--- src/rtl/elevator_motion_ctrl.sv ---
// elevator_motion_ctrl
// Motion controller for a four-floor car. Outstanding calls are latched,
// served in SCAN order (keep going while calls lie ahead, then reverse),
// and each call opens the door for a fixed number of cycles.
//
// Optional feature: define EVACUATION_MODE_EN to enable the evacuation
// command. Once evac is seen the car drops every call, finishes any
// transit in progress, heads straight down to floor 0 without stopping,
// opens the door once there and then parks in DONE with stop asserted
// until reset. Without the macro, evac is ignored and stop is always 0.
//
// The outputs are either taken straight from registers or decoded from
// the registered state.
module elevator_motion_ctrl #(
  parameter int unsigned TRAVEL_CYCLES = 100000000,  // cycles per one-floor transit, 2..2^28-1
  parameter int unsigned DOOR_CYCLES   = 50000000    // cycles the door stays open, 2..2^28-1
) (
  input  logic       clk,
  input  logic       reset,
  input  logic [3:0] call_req,
  input  logic       evac,
  output logic       turn,
  output logic       direction,
  output logic       stop,
  output logic [1:0] floor,
  output logic       door_open,
  output logic [3:0] pending
);

  typedef enum logic [1:0] {
    IDLE = 2'd0,
    MOVE = 2'd1,
    DOOR = 2'd2,
    DONE = 2'd3
  } state_t;

  // Terminal counts. A counter that reaches these has completed the full
  // number of cycles in MOVE or DOOR.
  localparam logic [27:0] TRAVEL_LAST = 28'(TRAVEL_CYCLES - 1);
  localparam logic [27:0] DOOR_LAST   = 28'(DOOR_CYCLES - 1);

  state_t      state_q, state_d;
  logic [1:0]  floor_q, floor_d;
  logic        dir_q, dir_d;
  logic [3:0]  pending_q, pending_d;
  logic [27:0] cnt_q, cnt_d;
  logic [3:0]  door_mask;
  logic        evac_now;

  // True when any call is strictly above floor 'at'.
  function automatic logic calls_above(input logic [3:0] calls, input logic [1:0] at);
    logic any;
    any = 1'b0;
    for (int i = 0; i < 4; i++) begin
      if (i > int'(at)) any = any | calls[i];
    end
    return any;
  endfunction

  // True when any call is strictly below floor 'at'.
  function automatic logic calls_below(input logic [3:0] calls, input logic [1:0] at);
    logic any;
    any = 1'b0;
    for (int i = 0; i < 4; i++) begin
      if (i < int'(at)) any = any | calls[i];
    end
    return any;
  endfunction

  // True when a call lies beyond 'at' in the given travel direction. The
  // car only commits to a transit when this holds, so the floor can never
  // be pushed past 3 or below 0.
  function automatic logic calls_ahead(input logic [3:0] calls, input logic [1:0] at,
                                       input logic up);
    return up ? calls_above(calls, at) : calls_below(calls, at);
  endfunction

`ifdef EVACUATION_MODE_EN
  logic evac_q, evac_d;

  // The evacuation request acts in the cycle it is first seen, and the
  // latch keeps it active from the following cycle until reset.
  assign evac_d   = evac_q | evac;
  assign evac_now = evac_q | evac;

  // Evacuation latch, cleared only by reset.
  always_ff @(posedge clk) begin
    if (reset) begin
      evac_q <= 1'b0;
    end else begin
      evac_q <= evac_d;
    end
  end
`else
  logic unused_evac;

  // Without the evacuation feature the command input has no effect.
  assign evac_now    = 1'b0;
  assign unused_evac = evac;
`endif

  // State register plus the floor, direction, call and timer registers.
  always_ff @(posedge clk) begin
    // NOTE: state is written with non-blocking assignments so that every
    // register samples the values from before this edge.
    if (reset) begin
      state_q   <= IDLE;
      dir_q     <= 1'b1;
      pending_q <= 4'b0000;
      cnt_q     <= 28'd0;
      // NOTE: a reset that lands during a transit or while the door is
      // open abandons the motion but keeps the floor where the car really
      // is. From a resting state, and at power-up, floor restarts at 0.
      if (state_q == MOVE || state_q == DOOR) begin
        floor_q <= floor_q;
      end else begin
        floor_q <= 2'd0;
      end
    end else begin
      state_q   <= state_d;
      floor_q   <= floor_d;
      dir_q     <= dir_d;
      pending_q <= pending_d;
      cnt_q     <= cnt_d;
    end
  end

  // Next state: SCAN decisions in IDLE, transit timing and arrival
  // decisions in MOVE, door timing in DOOR.
  always_comb begin
    // NOTE: every signal gets a default first so that no path through the
    // block leaves one unassigned, which would infer a latch.
    state_d = state_q;
    floor_d = floor_q;
    dir_d   = dir_q;
    cnt_d   = 28'd0;

    case (state_q)
      IDLE: begin
        if (evac_now) begin
          // Evacuation: head down, or open at once if already at floor 0.
          dir_d = 1'b0;
          if (floor_q == 2'd0) begin
            state_d = DOOR;
          end else begin
            state_d = MOVE;
          end
        end else if (pending_q[floor_q]) begin
          state_d = DOOR;
        end else if (pending_q != 4'b0000) begin
          // SCAN: keep the last direction while calls lie ahead, else reverse.
          state_d = MOVE;
          dir_d   = calls_ahead(pending_q, floor_q, dir_q) ? dir_q : ~dir_q;
        end
      end

      MOVE: begin
        if (cnt_q == TRAVEL_LAST) begin
          // Arrival: the floor changes here and the transit timer restarts.
          // A call for a floor the car is already passing waits until the
          // car actually arrives there; the car never reverses mid-transit.
          floor_d = dir_q ? (floor_q + 2'd1) : (floor_q - 2'd1);
          if (evac_now) begin
            // Evacuation skips every intermediate door.
            dir_d = 1'b0;
            if (floor_d == 2'd0) begin
              state_d = DOOR;
            end
          end else if (pending_q[floor_d]) begin
            state_d = DOOR;
          end else if (!calls_ahead(pending_q, floor_d, dir_q)) begin
            state_d = IDLE;
          end
        end else begin
          cnt_d = cnt_q + 28'd1;
        end
      end

      DOOR: begin
        if (cnt_q == DOOR_LAST) begin
          if (evac_now && floor_q == 2'd0) begin
            state_d = DONE;
          end else begin
            state_d = IDLE;
          end
        end else begin
          cnt_d = cnt_q + 28'd1;
        end
      end

      DONE: begin
        state_d = DONE;
      end

      default: begin
        state_d = IDLE;
      end
    endcase
  end

  // Outstanding calls: latch new requests, drop the one being served.
  always_comb begin
    door_mask = 4'b0000;
    pending_d = pending_q;
    if (evac_now) begin
      pending_d = 4'b0000;
    end else begin
      // A press at the floor whose door is already open is already served.
      if (state_q == DOOR) begin
        door_mask[floor_q] = 1'b1;
      end
      pending_d = pending_q | (call_req & ~door_mask);
      // The call is consumed as the door opens; a press arriving in that
      // same cycle for that floor is dropped with it.
      if (state_d == DOOR && state_q != DOOR) begin
        pending_d[floor_d] = 1'b0;
      end
    end
  end

  // Output decode from the registered state.
  always_comb begin
    turn      = (state_q == MOVE);
    door_open = (state_q == DOOR);
`ifdef EVACUATION_MODE_EN
    stop      = (state_q == DONE);
`else
    stop      = 1'b0;
`endif
  end

  assign floor     = floor_q;
  assign direction = dir_q;
  assign pending   = pending_q;

endmodule
--- config.mk ---
export PLATFORM = sky130hd
export DESIGN_NAME = elevator_motion_ctrl
export DESIGN_NICKNAME = d
export VERILOG_FILES = /design/src/rtl/elevator_motion_ctrl.sv
export SDC_FILE = /design/constraint.sdc
export NUM_CORES = 1
export LEC_CHECK = 0
export CAP_MARGIN = 20
export CORE_MARGIN = 5
export CORE_UTILIZATION = 40
export CTS_CLUSTER_SIZE = 30
export DETAILED_ROUTE_END_ITERATION = 6
export PLACE_DENSITY = 0.63
export SYNTH_ARGS = -nofsm -noshare
export SYNTH_HDL_FRONTEND = slang
export SYNTH_SLANG_ARGS = --single-unit
export TNS_END_PERCENT = 100
--- constraint.sdc ---
create_clock -name clk -period 8.6 [get_ports clk]
set_clock_uncertainty 0.05 [all_clocks]
set_input_delay 2.15 -clock clk [delete_from_list [all_inputs] [get_ports clk]]
set_output_delay 2.15 -clock clk [all_outputs]
set_load 0.01 [all_outputs]
Yosys cells after proc, flatten, opt, wreduce, memory -nomap -nowiden:

Cells that the tools add are included.

* register bits after elaboration: 37
* input bits: 7
* output and inout bits: 10
* logic and storage cells: 131

* add/sub/neg operators: 3
* $lt $le $gt $ge: 17
* equal/unequal tests: 8
* multiplexer cells: 75
* bitwise operators: 16
* reductions and logical operators: 7

Operators with widths (count)
* 28-bit 2-to-1 mux: 2
* 28-bit case mux with 2 select lines: 1
* 1-bit 2-to-1 mux: 54
* 28-bit by 1-bit adder with 28-bit output, second input constant: 1
* 28-bit by 26-bit equality test with 1-bit output, second input constant: 1
* 28-bit by 27-bit equality test with 1-bit output, second input constant: 1
* 2-bit 2-to-1 mux: 11
* 2-bit by 3-bit < comparator with 1-bit output, second input constant: 3
* 4-bit bitwise AND: 2
* 2-bit greater-than comparator, first input constant: 4
* 1-bit by 2-bit < comparator with 1-bit output, first input constant: 4
* 4-bit 2-to-1 mux: 2
* 4-bit inverter: 2
* 1-bit OR: 8
* 2-bit case mux with 4 select lines: 1
* 2-bit equality test, second input constant: 3
* 1-bit binary-select mux with 2-bit select: 2
* 1-bit demux with 2-bit select: 2
* 2-bit by 1-bit greater-or-equal comparator with 1-bit output, second input constant: 2
* 1-bit by 2-bit greater-than comparator with 1-bit output, first input constant: 2
* 2-bit < comparator, first input constant: 2
* 2-bit inequality test, second input constant: 2
* 4-bit OR: 1
* 4-bit AND reduction: 1
* 8 further kinds: 12

Depth between registers and ports, before layout:

* word-level depth: 25
* mapped depth: 9
* depth with buffers taken out: 8

Worst setup path after synthesis:

No wires, ideal clock.

* path kind: register -> output
* start point: register state_q[1]
* end point: output port turn
* data arrival time: 0.763 ns
* required time: 6.400 ns
* slack: 5.637 ns
* stages on the path, launching flop included: 3
* buffers on the path: 0
* path through: dfxtp_1 -> inv_1 -> ha_1

* longest elaborated chain between the ends: 1

Ends and longest elaborated chain
* start: declaration: RTL line 42 `state_t state_q, state_d;`
* start signal: assignment: RTL line 120 `state_q <= state_d;`
* 2-bit by 1-bit equality test with 1-bit output: RTL line 223 `turn = (state_q == MOVE);`
* end: declaration: RTL line 22 `output logic turn,`

No other way between the ends.

Worst setup path in the final report:

* start point: register state_q[1]
* end point: output port door_open

* longest elaborated chain between the ends: 1

Ends and longest elaborated chain
* 2-bit equality test: RTL line 224 `door_open = (state_q == DOOR);`
* end: declaration: RTL line 26 `output logic door_open,`

No other way between the ends.

==> qor.txt <==
Status = complete, no violations
Worst-path cell chain = ha_1 > clkdlybuf4s50_1
Post-route antenna net violation count = 0
Worst Path Required = 6.40 ns
DRC = 0
Die Ht = 84.8 um
1st-iter DRT viols = 114
P_sw = 0.250 mW
Syn Nets = 278
Measured slew at the worst slew-check pin = 0.864 ns
Initial antenna violation count = 0
H-tree depth = 2
Largest net degree at the start of global routing = 28
Io pins = 17
HPWL after DPL = 3370 um
Setup TNS = 0 ns
Post-CTS Setup Inserts = 0
Power density over the cells = 261 nW/um^2
Startpoint types = flip-flop
Total grt overflow = 0
Total CTS buffers = 5
Post-synth cell types = 53
Sw frac = 37.7%
CTS Hold Bufs = 0
Vias per inst = 5.21
Post-synthesis sequential area ratio = 34.0%
Type of the worst min-delay path = reg -> reg
Post-synthesis instance area = 2240 um^2
Core area = 5470 um^2
Maximum number of buffers from clock root to sink = 2
CTS tree = built
Reg power frac = 34.2%
CP Max Fanout = 9
Count of final setup violators = 0
LEAKAGE = 0.843 nW
Drt total wl = 4590 um
Max incr delay on CP = 0.61 ns
Comb pwr share = 42.3%
Fin area = 2540 um^2
Antenna diodes = 0
Main synth FF type = dfxtp_1
Pint = 0.413 mW
Detailed-route wire length per cell = 13.3 um
First-pass DRT Iterations = 4
CTS-repair resized insts = 0
FMAX = 250 MHz
Share of layout cells above drive strength 1 = 8.03%
Initial Util = 40.9%
RePlAce Congestion = 0.788
Final min period = 4.00 ns
Clk_lat worst skew = 0.29 ns
First-pass GRT wire length = 8070 um
Site Rows = 27
Die Area = 7190 um^2
Clock-pin slew on the worst setup and hold paths = 0.08 ns
CP Class = reg -> out
Final Hold Fails = 0
Placed inst area = 2420 um^2
Unrepaired setup endpoints after global routing = false
Via count = 1801
CP Data Arrival Time = 1.80 ns
Number of synthesized flops with an enable pin = 2
Slowest cell on the critical path = clkdlybuf4s50_1
Ys async rst share = 0%
Global Route Usage Sum = 13.6%
Max-cap violations = 0
Clock Tree Root = clkbuf_8
Yosys reg bits = 37
Synth warnings = 0
Syn Inst Count = 259
Clk pwr share = 23.5%
P&R area growth vs syn = 13.8%
Crit. End Element = output port
Die width = 84.8 um
Fin crit share = 46.5%
Vias in the first global route = 1730
Max IR drop VDD = 0.106 mV
Final Slew Violations = 0
Avg Inst Size Synth = 8.63 um^2
Max-slew headroom = 42.4%
I/O Buffers = 14
Final net count = 292
Num Clock Sinks = 37
-- layer usage --
| metal | GRT usage (%) | part of all wire [%] | vias up |
|---|---|---|---|
| met1 | 17.9 | 50 | 833 |
| met4 | 3.88 | 1.2 | 0 |
| met5 | 0 | 0 | - |
| li1 | - | - | 937 |
| met2 | 21.9 | 45 | 25 |
| met3 | 3.43 | 4.4 | 6 |
-- flip-flops by register name, summed over array words and instances, names as in the netlist --
name       cells
cnt_q         28
pending        4
floor          2
state_q        2
direction      1
-- final cells by class --
type	count	area (um^2)
Tap cell	72	90.1
Inverter	12	45.0
Fill cell	555	2930
Clock inverter	2	37.5
Multi-Input combinational cell	203	1390
Timing Repair Buffer	14	140
Sequential cell	37	761
Clock buffer	6	82.6
-- cells in the mapped netlist (4+ instances only) --
master,count,share of area [%]
nand2_1,17,2.9
xor2_1,11,4.3
a211oi_1,5,1.7
nand4_1,7,2.0
dfxtp_1,35,31
nor3_1,11,2.5
inv_1,12,2.0
nor2_1,42,7.1
and3_1,4,1.1
xnor2_1,17,6.7
buf_4,4,1.3
ha_1,12,6.7
nand3_1,14,3.1
a21oi_1,7,1.6
-- per-stage QoR --
stage	total power, mW	hold slack (ns)	instances	util (%)	setup WS, ns
final	0.663	0.422	346	46.5	4.60
after global routing	0.712	0.448	346	46.5	4.52
after CTS	0.671	0.420	346	46.5	4.59
after detailed placement	0.513	0.401	338	44.3	4.44
after global placement	0.508	0.391	338	44.3	4.47
after floorplan	0.435	0.376	259	-	5.64
-- cell usage in the layout, fill, tap and decap left out, types with 3 or more instances in the layout --
cell / n
nand4_1: 7
a211oi_1: 5
clkdlybuf4s50_1: 14
or3_1: 3
a31oi_1: 3
and3_1: 4
o21ai_0: 3
nor4bb_1: 3
nand2_1: 17
nor3_1: 11
nor2b_1: 3
dfxtp_1: 35
xnor2_1: 17
xor2_1: 11
nor2_1: 42
clkbuf_8: 6
nor4b_1: 3
inv_1: 12
nor3b_1: 3
a21oi_1: 7
nand3_1: 14
ha_1: 12
-- worst max-delay path: cells and delay by family, from the launching register on --
family | cells | cell delay (ns)
fa+ha+maj | 1 | 0.44
buf+inv | 1 | 0.61
flops | 1 | 0.45
-- path summary, 6_finish.rpt --
kind / from / end / slack (ns) / depth (start not counted)
hold / removal: cnt_q[0] / cnt_q[0] / 0.42 / 1
setup reg to reg: floor[0] / pending[2] / 5.60 / 8
setup / recovery: state_q[1] / door_open / 4.60 / 2
hold reg to reg: cnt_q[0] / cnt_q[0] / 0.42 / 1
-- logic make-up (layout without fill, tap and decap cells) --
group | Yosys count | in the layout | share of synthesized area [%]
flip-flops | 37 | 37 | 34.0
adder cells (fa/ha/maj) | 12 | 12 | 6.71
multiplexers | 3 | 3 | 2.46
XOR/XNOR | 28 | 28 | 11.0
other | 1 | 1 | 0.168
AO/OA/AOI/OAI | 34 | 34 | 11.7
buffers and inverters | 19 | 34 | 3.86
AND/OR/NAND/NOR | 125 | 125 | 30.1
-- power by group through the flow --
stage | Sequential, mW | Clock [mW] | Combinational [mW]
after global routing | 0.232 | 0.169 | 0.311
after CTS | 0.227 | 0.161 | 0.283
after global placement | 0.230 | 0 | 0.278
after detailed placement | 0.231 | 0 | 0.282
after floorplan | 0.221 | 0 | 0.214
final | 0.227 | 0.156 | 0.281
No activity file was read; power rests on OpenSTA's default activity.
